--- src/rtl/convolution_core_if.sv ---
// Bus between the convolution AIP wrapper (memories, Csize, start/done) and the
// convolution datapath core.
interface convolution_core_if #(
  parameter int DATAWIDTH  = 32,
  parameter int ADDRWIDTH  = 5,
  parameter int ZADDRWIDTH = 6
);
  logic                  en_s;
  logic                  start;
  logic [9:0]            csize;
  logic [ADDRWIDTH-1:0]  x_addr;
  logic [DATAWIDTH-1:0]  x_data;
  logic [ADDRWIDTH-1:0]  y_addr;
  logic [DATAWIDTH-1:0]  y_data;
  logic [ZADDRWIDTH-1:0] z_addr;
  logic [DATAWIDTH-1:0]  z_data;
  logic                  z_we;
  logic                  busy;
  logic                  done;

  // Wrapper side: owns the memories and the Csize register.
  modport master (
    output en_s, start, csize, x_data, y_data,
    input  x_addr, y_addr, z_addr, z_data, z_we, busy, done
  );

  // Core side.
  modport slave (
    input  en_s, start, csize, x_data, y_data,
    output x_addr, y_addr, z_addr, z_data, z_we, busy, done
  );
endinterface

--- src/rtl/convolution_core.sv ---
// Full linear convolution engine: Z[n] = sum_k X[k]*Y[n-k], one MAC per RD/MAC
// cycle pair, one MdataZ write per output sample, modulo 2^DATAWIDTH arithmetic.
module convolution_core #(
  parameter int DATAWIDTH  = 32,
  parameter int ADDRWIDTH  = 5,
  parameter int ZADDRWIDTH = 6
) (
  input logic               clk,
  input logic               rst_a,
  convolution_core_if.slave bus
);

  localparam int ZW = ZADDRWIDTH;

  typedef enum logic [2:0] {
    IDLE,
    SETUP,
    RD,
    MAC,
    WR,
    FIN
  } state_t;

  state_t                state;
  state_t                state_nxt;
  logic [4:0]            size_x;
  logic [4:0]            size_y;
  logic [ZW-1:0]         n;
  logic [ZW-1:0]         k;
  logic [ZW-1:0]         kmax;
  logic [ZW-1:0]         last_n;
  logic [DATAWIDTH-1:0]  acc;
  logic                  zero_size;

  // First X index contributing to Z[n]: max(0, n - sizeY + 1), evaluated without wrap.
  function automatic logic [ZW-1:0] k_lo(input logic [ZW-1:0] nn, input logic [4:0] sy);
    logic [ZW-1:0] np1;
    np1 = nn + ZW'(1);
    if (np1 > ZW'(sy))
      k_lo = np1 - ZW'(sy);
    else
      k_lo = '0;
  endfunction

  // Last X index contributing to Z[n]: min(n, sizeX - 1); sizeX is nonzero here.
  function automatic logic [ZW-1:0] k_hi(input logic [ZW-1:0] nn, input logic [4:0] sx);
    logic [ZW-1:0] top;
    top = ZW'(sx) - ZW'(1);
    if (nn < top)
      k_hi = nn;
    else
      k_hi = top;
  endfunction

  assign zero_size = (bus.csize[4:0] == 5'd0) || (bus.csize[9:5] == 5'd0);
  assign last_n    = ZW'(size_x) + ZW'(size_y) - ZW'(2);

  always_ff @(posedge clk) begin
    if (!rst_a) begin
      state  <= IDLE;
      size_x <= '0;
      size_y <= '0;
      n      <= '0;
      k      <= '0;
      kmax   <= '0;
      acc    <= '0;
    end else if (bus.en_s) begin
      state <= state_nxt;
      case (state)
        IDLE: begin
          if (bus.start) begin
            size_x <= bus.csize[4:0];
            size_y <= bus.csize[9:5];
            n      <= '0;
          end
        end
        SETUP: begin
          acc  <= '0;
          k    <= k_lo(n, size_y);
          kmax <= k_hi(n, size_x);
        end
        MAC: begin
          // Product and sum both wrap at DATAWIDTH bits.
          acc <= acc + bus.x_data * bus.y_data;
          if (k != kmax)
            k <= k + ZW'(1);
        end
        WR: begin
          if (n != last_n)
            n <= n + ZW'(1);
        end
        default: ;
      endcase
    end
  end

  always_comb begin
    state_nxt = state;
    case (state)
      IDLE: begin
        if (bus.start)
          state_nxt = zero_size ? FIN : SETUP;
      end
      SETUP: state_nxt = RD;
      RD:    state_nxt = MAC;
      MAC:   state_nxt = (k == kmax) ? WR : RD;
      WR:    state_nxt = (n == last_n) ? FIN : SETUP;
      FIN:   state_nxt = IDLE;
      default: state_nxt = IDLE;
    endcase
  end

  // Moore outputs; a frozen WR cycle must not repeat its write.
  always_comb begin
    bus.busy = 1'b0;
    bus.done = 1'b0;
    bus.z_we = 1'b0;
    case (state)
      SETUP, RD, MAC: bus.busy = 1'b1;
      WR: begin
        bus.busy = 1'b1;
        bus.z_we = bus.en_s;
      end
      FIN: bus.done = 1'b1;
      default: ;
    endcase
  end

  // Memories register the address, so the MAC cycle sees data for the RD address.
  assign bus.x_addr = ADDRWIDTH'(k);
  assign bus.y_addr = ADDRWIDTH'(n - k);
  assign bus.z_addr = n;
  assign bus.z_data = acc;

endmodule

--- src/flat_wrapper.sv ---
// flat-port wrapper written by rule: the top's interface ports become plain ports
module convolution_core_flat 
#(
  parameter int DATAWIDTH  = 32,
  parameter int ADDRWIDTH  = 5,
  parameter int ZADDRWIDTH = 6
)
  (clk, rst_a, bus_en_s, bus_start, bus_csize, bus_x_data, bus_y_data, bus_x_addr, bus_y_addr, bus_z_addr, bus_z_data, bus_z_we, bus_busy, bus_done);
  convolution_core_if #(.DATAWIDTH(DATAWIDTH), .ADDRWIDTH(ADDRWIDTH), .ZADDRWIDTH(ZADDRWIDTH)) bus_i ();
  input logic clk;
  input logic rst_a;
  input wire logic [$bits(bus_i.en_s)-1:0] bus_en_s;
  input wire logic [$bits(bus_i.start)-1:0] bus_start;
  input wire logic [$bits(bus_i.csize)-1:0] bus_csize;
  input wire logic [$bits(bus_i.x_data)-1:0] bus_x_data;
  input wire logic [$bits(bus_i.y_data)-1:0] bus_y_data;
  output wire logic [$bits(bus_i.x_addr)-1:0] bus_x_addr;
  output wire logic [$bits(bus_i.y_addr)-1:0] bus_y_addr;
  output wire logic [$bits(bus_i.z_addr)-1:0] bus_z_addr;
  output wire logic [$bits(bus_i.z_data)-1:0] bus_z_data;
  output wire logic [$bits(bus_i.z_we)-1:0] bus_z_we;
  output wire logic [$bits(bus_i.busy)-1:0] bus_busy;
  output wire logic [$bits(bus_i.done)-1:0] bus_done;
  assign bus_i.en_s = bus_en_s;
  assign bus_i.start = bus_start;
  assign bus_i.csize = bus_csize;
  assign bus_i.x_data = bus_x_data;
  assign bus_i.y_data = bus_y_data;
  assign bus_x_addr = bus_i.x_addr;
  assign bus_y_addr = bus_i.y_addr;
  assign bus_z_addr = bus_i.z_addr;
  assign bus_z_data = bus_i.z_data;
  assign bus_z_we = bus_i.z_we;
  assign bus_busy = bus_i.busy;
  assign bus_done = bus_i.done;
  convolution_core #(.DATAWIDTH(DATAWIDTH), .ADDRWIDTH(ADDRWIDTH), .ZADDRWIDTH(ZADDRWIDTH)) u_core (.clk(clk), .rst_a(rst_a), .bus(bus_i));
endmodule
--- config.mk ---
export PLATFORM = sky130hd
export DESIGN_NAME = convolution_core_flat
export DESIGN_NICKNAME = d
export VERILOG_FILES = /design/src/rtl/convolution_core_if.sv /design/src/rtl/convolution_core.sv /design/src/flat_wrapper.sv
export SDC_FILE = /design/constraint.sdc
export NUM_CORES = 1
export LEC_CHECK = 0
export BUFFER_PORTS_ARGS = -buffer_cell sky130_fd_sc_hd__buf_2
export CAP_MARGIN = 20
export CORE_MARGIN = 5
export CORE_UTILIZATION = 35
export DETAILED_ROUTE_END_ITERATION = 8
export GPL_TIMING_DRIVEN = 0
export PLACE_DENSITY = 0.51
export SYNTH_ARGS = -nofsm -noshare
export SYNTH_HDL_FRONTEND = slang
export SYNTH_SLANG_ARGS = --single-unit
--- constraint.sdc ---
create_clock -name clk -period 9.6 [get_ports clk]
set_input_delay 0.48 -clock clk [delete_from_list [all_inputs] [get_ports clk]]
set_output_delay 0.48 -clock clk [all_outputs]
set_load 0.01 [all_outputs]
**Yosys cells after proc, flatten, opt, wreduce, memory -nomap -nowiden**

Cells that the tools add are included.

- Memories: 0
- Bits in writable memories: 0
- Latch bits: 0
- ROM bits: 0
- Register bits after elaboration: 63
- Logic and storage cells: 59

- Order comparisons: 2
- Div/mod/pow operators: 0
- Reductions and logical operators: 13
- Multiplexer cells: 16
- Shifts and indexed selects: 0
- $add $sub $neg: 8
- Multiply operators: 1
- Bitwise operators: 0
- Eq/ne operators: 12

Operators with widths:

| cell | number |
|---|---|
| $pmux 32 s2 | 1 |
| $add 32x32->32 | 1 |
| $mul 32x32->32 | 1 |
| $mux 6 | 5 |
| $pmux 6 s2 | 2 |
| $pmux 3 s5 | 1 |
| $add 6x1->6 const B | 2 |
| $eq 6x6->1 | 2 |
| $mux 3 | 4 |
| $ne 6x6->1 | 2 |
| $logic_not 5->1 | 2 |
| $add 5x5->6 | 1 |
| $eq 3x2->1 const B | 2 |
| $eq 3x3->1 const B | 2 |
| $gt 6x5->1 | 1 |
| $lt 6x6->1 | 1 |
| $reduce_and 2->1 | 3 |
| $reduce_and 3->1 | 2 |
| $sub 5x1->6 const B | 1 |
| $sub 6x2->6 const B | 1 |
| $sub 6x5->6 | 1 |
| $sub 5x5->5 | 1 |
| $ne 2x1->1 const B | 2 |
| $reduce_and 4->1 | 1 |
| 7 further kinds | 10 |

**Longest topological paths before layout**

Gate-level depths: netlist (run 1).

- Word-level depth: 5
- Depth in mapped cells: 29
- Mapped depth without buffers: 27

**Least setup slack after synthesis (run 1)**

OpenSTA, ideal clock, no wires.

- Path kind: in2reg
- From: in bus_y_data[2]
- To: reg u_core.acc[31], in the netlist u_core.bus.z_data[31]
- Setup time: 125 ps
- Path slack: 2764 ps
- Cell stages on the path: 26
- Arrival: 6711 ps
- Required time: 9475 ps
- Cell sequence: clkbuf_1 -> clkbuf_1 -> and2_1 -> fa_1 -> inv_1 -> fa_1 -> inv_1 -> fa_1 -> inv_1 -> fa_1 -> inv_1 -> fa_1 -> fa_1 -> fa_1 -> inv_1 -> fa_1 -> inv_1 -> ha_1 -> a21o_1 -> a21o_1 -> nor4_1 -> a21oi_1 -> a211oi_1 -> a21oi_1 -> xnor2_1 -> o21ai_1

- Cells in the longest elaborated chain, start to end: 3

RTL lines:

| what | RTL line | source |
|---|---|---|
| start: declaration | flat_wrapper.sv:16 | `input wire logic [$bits(bus_i.y_data)-1:0] bus_y_data;` |
| $mul 32x32->32 | convolution_core.sv:84 | `acc <= acc + bus.x_data * bus.y_data;` |
| $add 32x32->32 | convolution_core.sv:84 |  |
| $pmux 32 s2 | convolution_core.sv:69 | `case (state)` |
| end signal: assignment | convolution_core.sv:84 |  |
| end: declaration | convolution_core.sv:32 | `logic [DATAWIDTH-1:0] acc;` |

No other way between the ends.
A chain may end at the register's enable or synchronous reset.

**Final worst setup path (run 1)**

- From: in bus_x_data[2]
- To: reg u_core.acc[31], in the netlist u_core.bus.z_data[31]

- Cells in the longest elaborated chain, start to end: 3

RTL lines:

| what | RTL line | source |
|---|---|---|
| start: declaration | flat_wrapper.sv:15 | `input wire logic [$bits(bus_i.x_data)-1:0] bus_x_data;` |
| $mul 32x32->32 | convolution_core.sv:84 |  |
| $add 32x32->32 | convolution_core.sv:84 |  |
| $pmux 32 s2 | convolution_core.sv:69 |  |

No other way between the ends.

==> summary.md, run 1 <==
| Metric | Value |
|---|---|
| Status | `finished, final reports clean` |
| TritonCTS clock tree | `yes` |
| Least-Margin Pin Slew | `about 1.1 ns` |
| Placed cell areas | `between 20000 and 25000 um^2` |
| Drt initial violations | `roughly 860` |
| Min Tclk post-route | `just over 8 ns` |
| Final GP Congestion | `between 0.8 and 0.9` |
| Synth Flop Type | `dfxtp_1` |
| Setup Buffers After CTS | `0` |
| Site Rows | `88` |
| I/O pin count | `approximately 130` |
| Worst relative slew slack | `between 20% and 30%` |
| Distinct cells, synth | `58` |
| CP Capture Type | `register` |
| Detailed Routing Iterations Pass 1 | `6` |
| Post-Syn Nets | `approximately 3000` |
| First-pass GRT wire length | `approximately 100 mm` |
| Final Cycle Share | `a little under nine tenths` |
| Cts bufs inserted | `9` |
| ANT nets after route | `0` |
| Post-synthesis sequential area ratio | `6.209%` |
| Critical path launch point type | `input pin` |
| DRC | `0` |
| Cts hold-fix bufs | `0` |
| Max Freq | `121.4 MHz` |
| Die Ht | `~250 um` |
| Overall routing resource usage | `20.50%` |
| Avg Cell Area, Syn | `~8.9 um^2` |
| Cell mode on critical path | `fa_1` |
| Fillers | `a little under 6000` |
| Yosys warns | `0` |
| Async S/R FF share, synth | `0%` |
| Width of the chip | `~250 um` |
| Clock buffer depth | `2` |
| Port Buffers | `120` |
| CP max stage cell | `clkbuf_1` |
| Worst-path clk slew | `approximately 0.06 ns` |
| Max-capacitance violation count | `0` |
| Post-DP HPWL | `about 56 mm` |
| CP Data Required Time | `about 9.8 ns` |
| Area Growth Syn to Fin | `9.295%` |
| N_diodes | `0` |
| Resized cells post-CTS | `0` |
| Final-stage net count | `~3100` |
| Layout Skew | `just under 0.008 ns` |
| Unrepaired setup endpoints after global routing | `false` |
| Placed cell count | `~3200` |
| Largest net degree at the start of global routing | `14` |
| Number of global-route vias before repair | `between 15000 and 20000` |
| Post-route insts no fill | `~3200` |
| Cells after synthesis | `~2300` |
| Core Box Area | `around 58000 um^2` |
| Critical Path Max Stage Delay | `around 0.8 ns` |
| Area of the die | `between 60000 and 70000 um^2` |
| Initial Util | `35.28%` |
| Hold Fails Final Rpt | `0` |
| Hold crit path type | `input pin to register` |
| Htree depth | `3` |
| Layout cell share with drive strength beyond 1 | `under 10%` |
| Fin area | `22200 um^2` |
| Yosys reg bits | `63` |
| Vias per cell | `approximately 4.8` |
| Final Max Slew Viols | `0` |
| Setup tns final | `0 ns` |
| Crit path max fanout | `10` |
| Final setup vio count | `0` |
| Grt ovf | `0` |
| DR vias | `between 15000 and 20000` |
| Post-synth EDFFs | `0` |
| Netlist Area Pre-Place | `20310 um^2` |
| Final core utilization | `between 30% and 40%` |
| Routed wire per std cell | `19.95 um` |
| Sink Count | `63` |
| CTS Root Cell | `clkbuf_16` |
| Final WL | `63.63 mm` |
| Setup CP Type | `input pin to register` |
| Initial antenna violation count | `2` |
| Worst-Skew Late Latency | `0.34 ns` |
| Arr. time, crit path | `around 8.5 ns` |
==> worst paths after layout <==
kind / start / to / slack, ns / cells past startpoint
min: bus_csize[9] / u_core.size_y[4] / 0.41 / 3
min reg2reg: u_core.kmax[1] / u_core.kmax[1] / 0.48 / 2
max: bus_x_data[2] / u_core.bus.z_data[31] / 1.36 / 27
max reg2reg: u_core.bus.z_data[21] / u_core.bus.z_data[31] / 2.45 / 24
==> cells by family after synthesis <==
| family | share of synthesized area, % |
|---|---|
| adder cells (fa/ha/maj) | 52.70 |
| AO/OA/AOI/OAI | 5.433 |
| flip-flops | 6.209 |
| buffers and inverters | 11.99 |
| AND/OR/NAND/NOR | 17.88 |
| XOR/XNOR | 5.002 |
| multiplexers | 0.7884 |
==> cell usage after synthesis (all sizes together), types with 2 or more instances <==
| library cell | n | share of area (%) |
|---|---|---|
| nand4 | 4 | 0.12 |
| o22ai | 3 | 0.092 |
| buf | 13 | 0.38 |
| nor3 | 8 | 0.20 |
| nor2b | 35 | 1.1 |
| nor2 | 29 | 0.56 |
| a32oi | 2 | 0.086 |
| o21ai | 35 | 0.86 |
| nor3b | 4 | 0.15 |
| ha | 150 | 9.2 |
| nand2b | 3 | 0.092 |
| a22oi | 16 | 0.59 |
| a211oi | 2 | 0.074 |
| o211ai | 3 | 0.14 |
| a31oi | 4 | 0.12 |
| a21oi | 37 | 0.97 |
| xor2 | 29 | 1.3 |
| inv | 531 | 9.8 |
| dfxtp | 63 | 6.2 |
| o21bai | 6 | 0.22 |
| o31ai | 2 | 0.074 |
| a21o | 20 | 0.74 |
| or3 | 3 | 0.092 |
| nor4 | 3 | 0.12 |
| nand3 | 11 | 0.27 |
| clkbuf | 97 | 1.8 |
| fa | 441 | 43 |
| nand2 | 262 | 4.8 |
| o211a | 6 | 0.30 |
| and2 | 321 | 9.9 |
| mux2i | 16 | 0.79 |
| xnor2 | 87 | 3.8 |
| or2 | 4 | 0.12 |
| o221ai | 3 | 0.13 |
| and3 | 6 | 0.18 |
| o21a | 8 | 0.30 |
| a21boi | 8 | 0.30 |
| or4 | 2 | 0.074 |
==> layout make-up <==
cell class | instances | area, um^2 | share of cell area, %
Buffer | 110 | 441.7 | 1.989
Multi-Input combinational cell | 1584 | 16620 | 74.85
Timing Repair Buffer | 120 | 600.6 | 2.705
Inverter | 531 | 1993 | 8.978
Tap cell | 765 | 957.2 | 4.311
Sequential cell | 63 | 1261 | 5.681
Clock buffer | 9 | 225.2 | 1.014
Clock inverter | 7 | 105.1 | 0.4734
==> flip-flops by register name, indices dropped and copies added (netlist names) <==
signal             cells
u_core.bus.z_data     32
u_core.kmax            6
u_core.state           3
u_core.size_y          5
u_core.size_x          5
u_core.bus.z_addr      6
u_core.k               6
==> layer usage <==
metal  track usage, %  up-vias  part of all wire [%]
met5                0        -                     0
met4            5.473        0                   3.2
met3            3.176       67                   5.6
met2            33.32      401                    47
met1            28.75     7786                    44
li1                 -     6982                     -
==> worst max-delay path, delay by kind of cell <==
family	cells	cell delay [ns]
adder cells (fa/ha/maj)	9	3.93
buffers and inverters	8	1.93
AO/OA/AOI/OAI	7	1.49
AND/OR/NAND/NOR	2	0.41
XOR/XNOR	1	0.19
==> layout by cell type, fill, tap and decap left out, types with 3 or more instances in the layout <==
cell type and count:
a21boi_0 6, a21o_1 20, a21oi_1 34, a21oi_2 3, a22oi_1 16, a31oi_1 4, and2_1 320, and3_1 6
buf_2 128, buf_4 5, clkbuf_1 97, clkbuf_16 9, dfxtp_1 63, fa_1 441, ha_1 150, inv_1 531
mux2i_1 16, nand2_1 262, nand2b_1 3, nand3_1 11, nand4_1 4, nor2_1 27, nor2b_1 35, nor3_1 8
nor3b_1 4, o211a_1 6, o21a_1 8, o21ai_0 30, o21ai_1 5, o21bai_1 6, o221ai_1 3, o22ai_1 3
or3_1 3, xnor2_1 87, xor2_1 29
==> through the flow <==
| stage | setup slack (ns) | hold slack [ns] |
|---|---|---|
| global route | 1.018 | 0.4171 |
| floorplan | 2.764 | 0.4526 |
| finish | 1.362 | 0.4064 |
| global placement | 1.075 | 0.4681 |
| detailed placement | 0.9862 | 0.4744 |
| CTS | 1.323 | 0.3919 |
Power of run 1 is left out: the tool's default activity adds up to more than one toggle a clock period on the data nets, which glitch-free logic cannot reach.
==> inputs of run 2 (changes only) <==
CORE_UTILIZATION = 30   (was 35)
PLACE_DENSITY = 0.45   (was 0.51)
==> summary.md, run 2 (synthesized netlist as in run 1, its figures left out) <==
| Metric | Value |
|---|---|
| Hold crit path type | `input pin to register` |
| Area Growth Syn to Fin | `10.08%` |
| Max-capacitance violation count | `0` |
| Worst path top cell family by delay | `adder cells` |
| Final Cycle Share | `a little under nine tenths` |
| Commonest non-fill, non-tap cell in the layout | `inv_1` |
| Crit path max fanout | `10` |
| Status | `finished, final reports clean` |
| Setup Buffers After CTS | `0` |
| Setup tns final | `0 ns` |
| Final-stage net count | `3088` |
| ANT nets after route | `0` |
| Core Box Area | `between 60000 and 70000 um^2` |
| Worst relative slew slack | `a little over a quarter` |
| CP Buf/Inv Count | `8` |
| Layout Skew | `0.008733 ns` |
| Grt ovf | `0` |
| Largest net degree at the start of global routing | `14` |
| Min Tclk post-route | `slightly above 8 ns` |
| TritonCTS clock tree | `yes` |
| Unrepaired setup endpoints after global routing | `false` |
| First-pass GRT wire length | `approximately 100 mm` |
| Max reg flops | `32` |
| Final GP Congestion | `roughly 0.87` |
| Sink Count | `63` |
| Cts bufs inserted | `9` |
| Cts hold-fix bufs | `0` |
| Most frequent cells in the layout | `inv_1, fa_1, and2_1, nand2_1, ha_1` |
| Max Freq | `around 120 MHz` |
| Width of the chip | `around 270 um` |
| Critical path launch point type | `input pin` |
| Worst-Skew Late Latency | `around 0.34 ns` |
| Clock buffer depth | `2` |
| Number of global-route vias before repair | `16512` |
| Least-Margin Pin Slew | `approximately 1.1 ns` |
| DRC | `0` |
| Htree depth | `3` |
| Site Rows | `95` |
| CTS Root Cell | `clkbuf_16` |
| Worst-path clk slew | `~0.06 ns` |
| Drt initial violations | `around 830` |
| DR vias | `15241` |
| Final Max Slew Viols | `0` |
| Resized cells post-CTS | `0` |
| Critical Path Max Stage Delay | `0.80 ns` |
| Arr. time, crit path | `roughly 8.4 ns` |
| Initial Util | `between 30% and 40%` |
| Routed wire per std cell | `20.41 um` |
| Post-DP HPWL | `roughly 59 mm` |
| Initial antenna violation count | `3` |
| CP Capture Type | `register` |
| CP max stage cell | `clkbuf_1` |
| Detailed Routing Iterations Pass 1 | `5` |
| Overall routing resource usage | `18.56%` |
| Area of the die | `73010 um^2` |
| Hold Fails Final Rpt | `0` |
| Cell mode on critical path | `fa_1` |
| Setup CP Type | `input pin to register` |
| CP Data Required Time | `about 9.8 ns` |
| Final WL | `between 60 and 70 mm` |
| Port Buffers | `between 100 and 150` |
| Layout cell share with drive strength beyond 1 | `6.683%` |
| Vias per cell | `about 4.6` |
| Final setup vio count | `0` |
| I/O pin count | `129` |
| Die Ht | `approximately 270 um` |
## run 2: cell count changes in the layout (fill, tap and decap cells not counted)
cell        before  now
bufinv_16        2    3
clkinvlp_4       1    0
diode_2          0    1
## run 2: through the flow
step           cells  worst slack [ns]  hold slack (ns)  util, %  area, um^2
2_1_floorplan   2288             2.764           0.4526        -       20310
3_3_place_gp    3281            0.9898           0.4654    32.77       22010
3_5_place_dp    3281            0.9528           0.4660    32.77       22010
4_1_cts         3297             1.271           0.3969    33.29       22360
5_1_grt         3297            0.9941           0.4202    33.29       22360
6_report        3298             1.375           0.4122    33.30       22360
## run 2: worst paths after layout
path | from | endpoint | slack (ns) | cells after the start
max | bus_x_data[2] | u_core.bus.z_data[31] | 1.37 | 27
min | bus_csize[7] | u_core.size_y[2] | 0.41 | 3
max reg2reg | u_core.bus.z_data[18] | u_core.bus.z_data[31] | 2.34 | 24
min reg2reg | u_core.kmax[1] | u_core.kmax[1] | 0.48 | 2
## run 2: final cells by class
| cell class | count | area [um^2] |
|---|---|---|
| clock inverter | 7 | 127.6 |
| tap | 873 | 1092 |
| clock buffer | 9 | 225.2 |
| fill | 7086 | 44800 |
| buffer | 110 | 441.7 |
| multi-input combinational | 1584 | 16620 |
| timing repair buffer | 120 | 600.6 |
| sequential | 63 | 1261 |
| inverter | 531 | 1993 |
| antenna | 1 | 2.502 |
## run 2: worst min-delay path, stage by stage
cell and delay (ns):
buf_2 0.09, mux2i_1 0.06, nor2b_1 0.09
## run 2: layer usage
metal	vias to the layer above	wire length (um)	share of wire (%)	track usage, %
met5	-	0	0	0
met4	0	1098	1.6	2.925
met3	38	3494	5.2	2.958
met2	330	32200	48	31.26
met1	7895	30530	45	25.82
li1	6978	-	-	-
Power of run 2 is left out for the same reason.
==> inputs of run 3 (changes only) <==
RECOVER_POWER = 50   (was default)
==> summary.md, run 3 (synthesized netlist as in run 1, its figures left out) <==
| Metric | Value |
|---|---|
| Worst setup margin | `between 1 and 1.5 ns` |
| Layout cell share with drive strength beyond 1 | `4.868%` |
| Number of global-route vias before repair | `between 15000 and 20000` |
| Setup Buffers After CTS | `0` |
| Site Rows | `95` |
| Routed wire per std cell | `slightly above 20 um` |
| Resized cells post-CTS | `0` |
| Crit path max fanout | `10` |
| Hold crit path type | `input pin to register` |
| Final GP Congestion | `around 0.87` |
| Worst-path clk slew | `0.06 ns` |
| Most frequent cells in the layout | `inv_1, fa_1, and2_1, nand2_1, ha_1` |
| DR vias | `15224` |
| First-pass GRT wire length | `103.5 mm` |
| Top Usage Layer GRT | `met2` |
| Final Max Slew Viols | `0` |
| Drt initial violations | `765` |
| Hold Fails Final Rpt | `0` |
| Final-stage net count | `3088` |
| Max reg flops | `32` |
| Die Ht | `270.2 um` |
| Setup CP Type | `input pin to register` |
| Status | `finished, final reports clean` |
| Worst relative slew slack | `roughly 28%` |
| Arr. time, crit path | `8.40 ns` |
| Core Box Area | `between 60000 and 70000 um^2` |
| Post-place setup slack | `between 0.9 and 1 ns` |
| Final Cycle Share | `a little under nine tenths` |
| Least-Margin Pin Slew | `about 1.1 ns` |
| Max Freq | `between 100 and 150 MHz` |
| Initial Util | `slightly above 30%` |
| CP Capture Type | `register` |
| Setup tns final | `0 ns` |
| CTS Root Cell | `clkbuf_16` |
| Cts bufs inserted | `9` |
| Min Tclk post-route | `slightly above 8 ns` |
| ANT nets after route | `0` |
| Grt ovf | `0` |
| Detailed Routing Iterations Pass 1 | `5` |
| Htree depth | `3` |
| Clock buffer depth | `2` |
| Layout Skew | `between 0.008 and 0.009 ns` |
| Area of the die | `roughly 73000 um^2` |
| Largest net degree at the start of global routing | `14` |
| Met3 Use GR | `2.958%` |
| Final setup vio count | `0` |
| Critical path launch point type | `input pin` |
| Final WL | `between 60 and 70 mm` |
| Met1 Resource Use GR | `25.82%` |
| Post-DP HPWL | `slightly below 60 mm` |
| I/O pin count | `around 130` |
| CP Data Required Time | `9.81 ns` |
| Cts hold-fix bufs | `0` |
| Sink Count | `63` |
| Unrepaired setup endpoints after global routing | `false` |
| N_diodes | `0` |
| TritonCTS clock tree | `yes` |
| Port Buffers | `120` |
| Max-capacitance violation count | `0` |
| DRC | `0` |
| Worst-Skew Late Latency | `between 0.3 and 0.4 ns` |
| Width of the chip | `270.2 um` |
| Grt met2 use | `between 30 and 40%` |
| Initial antenna violation count | `3` |
| Commonest non-fill, non-tap cell in the layout | `inv_1` |
| Area Growth Syn to Fin | `9.788%` |
| Vias per cell | `4.618` |
| Overall routing resource usage | `18.56%` |
==> run 3: cell types whose count changed in the layout (fill, tap and decap cells not counted), sizes merged <==
cell and change:
clkbuf +46, buf -46, diode -1
==> run 3: critical path: stages <==
cell      delay [ns]
buf_2           0.10
clkbuf_1        0.74
clkbuf_1        0.81
nand2_1         0.20
fa_1            0.58
inv_1           0.08
fa_1            0.39
fa_1            0.49
inv_1           0.05
fa_1            0.48
inv_1           0.04
ha_1            0.27
ha_1            0.30
fa_1            0.50
inv_1           0.07
fa_1            0.49
inv_1           0.06
ha_1            0.35
a21oi_1         0.14
o21ai_0         0.15
or2_1           0.24
o21ai_1         0.36
a21oi_1         0.21
a211oi_1        0.43
a21oi_1         0.15
xnor2_1         0.16
o21ai_1         0.07
==> run 3: cell type report <==
class                   count  area (um^2)
fillers                  7106        44860
clock buffers               9        225.2
repair buffers            120        550.5
inverters                 531         1993
multi-input cells        1584        16610
clock inverters             7        127.6
well taps                 873         1092
flip-flops and latches     63         1261
plain buffers             110        439.2
==> run 3: path summary, 6_finish.rpt <==
kind | from | to | depth (start not counted) | slack, ns
hold / removal | bus_csize[7] | u_core.size_y[2] | 3 | 0.41
setup reg to reg | u_core.bus.z_data[18] | u_core.bus.z_data[31] | 24 | 2.36
hold reg to reg | u_core.kmax[1] | u_core.kmax[1] | 2 | 0.48
setup / recovery | bus_x_data[2] | u_core.bus.z_data[31] | 27 | 1.41
==> run 3: layer usage <==
metal	vias to the layer above	wire length (um)
met2	334	32280
met5	-	0
met1	7869	30640
met4	0	1046
met3	37	3414
li1	6984	-
==> run 3: metrics by stage <==
step / utilization [%] / cells / instance area (um^2) / hold slack, ns
4_1_cts: 33.29 / 3297 / 22360 / 0.3969
2_1_floorplan: - / 2288 / 20310 / 0.4526
3_5_place_dp: 32.77 / 3281 / 22010 / 0.4660
5_1_grt: 33.21 / 3297 / 22300 / 0.4209
3_3_place_gp: 32.77 / 3281 / 22010 / 0.4654
6_report: 33.21 / 3297 / 22300 / 0.4148
Power of run 3 is left out for the same reason.
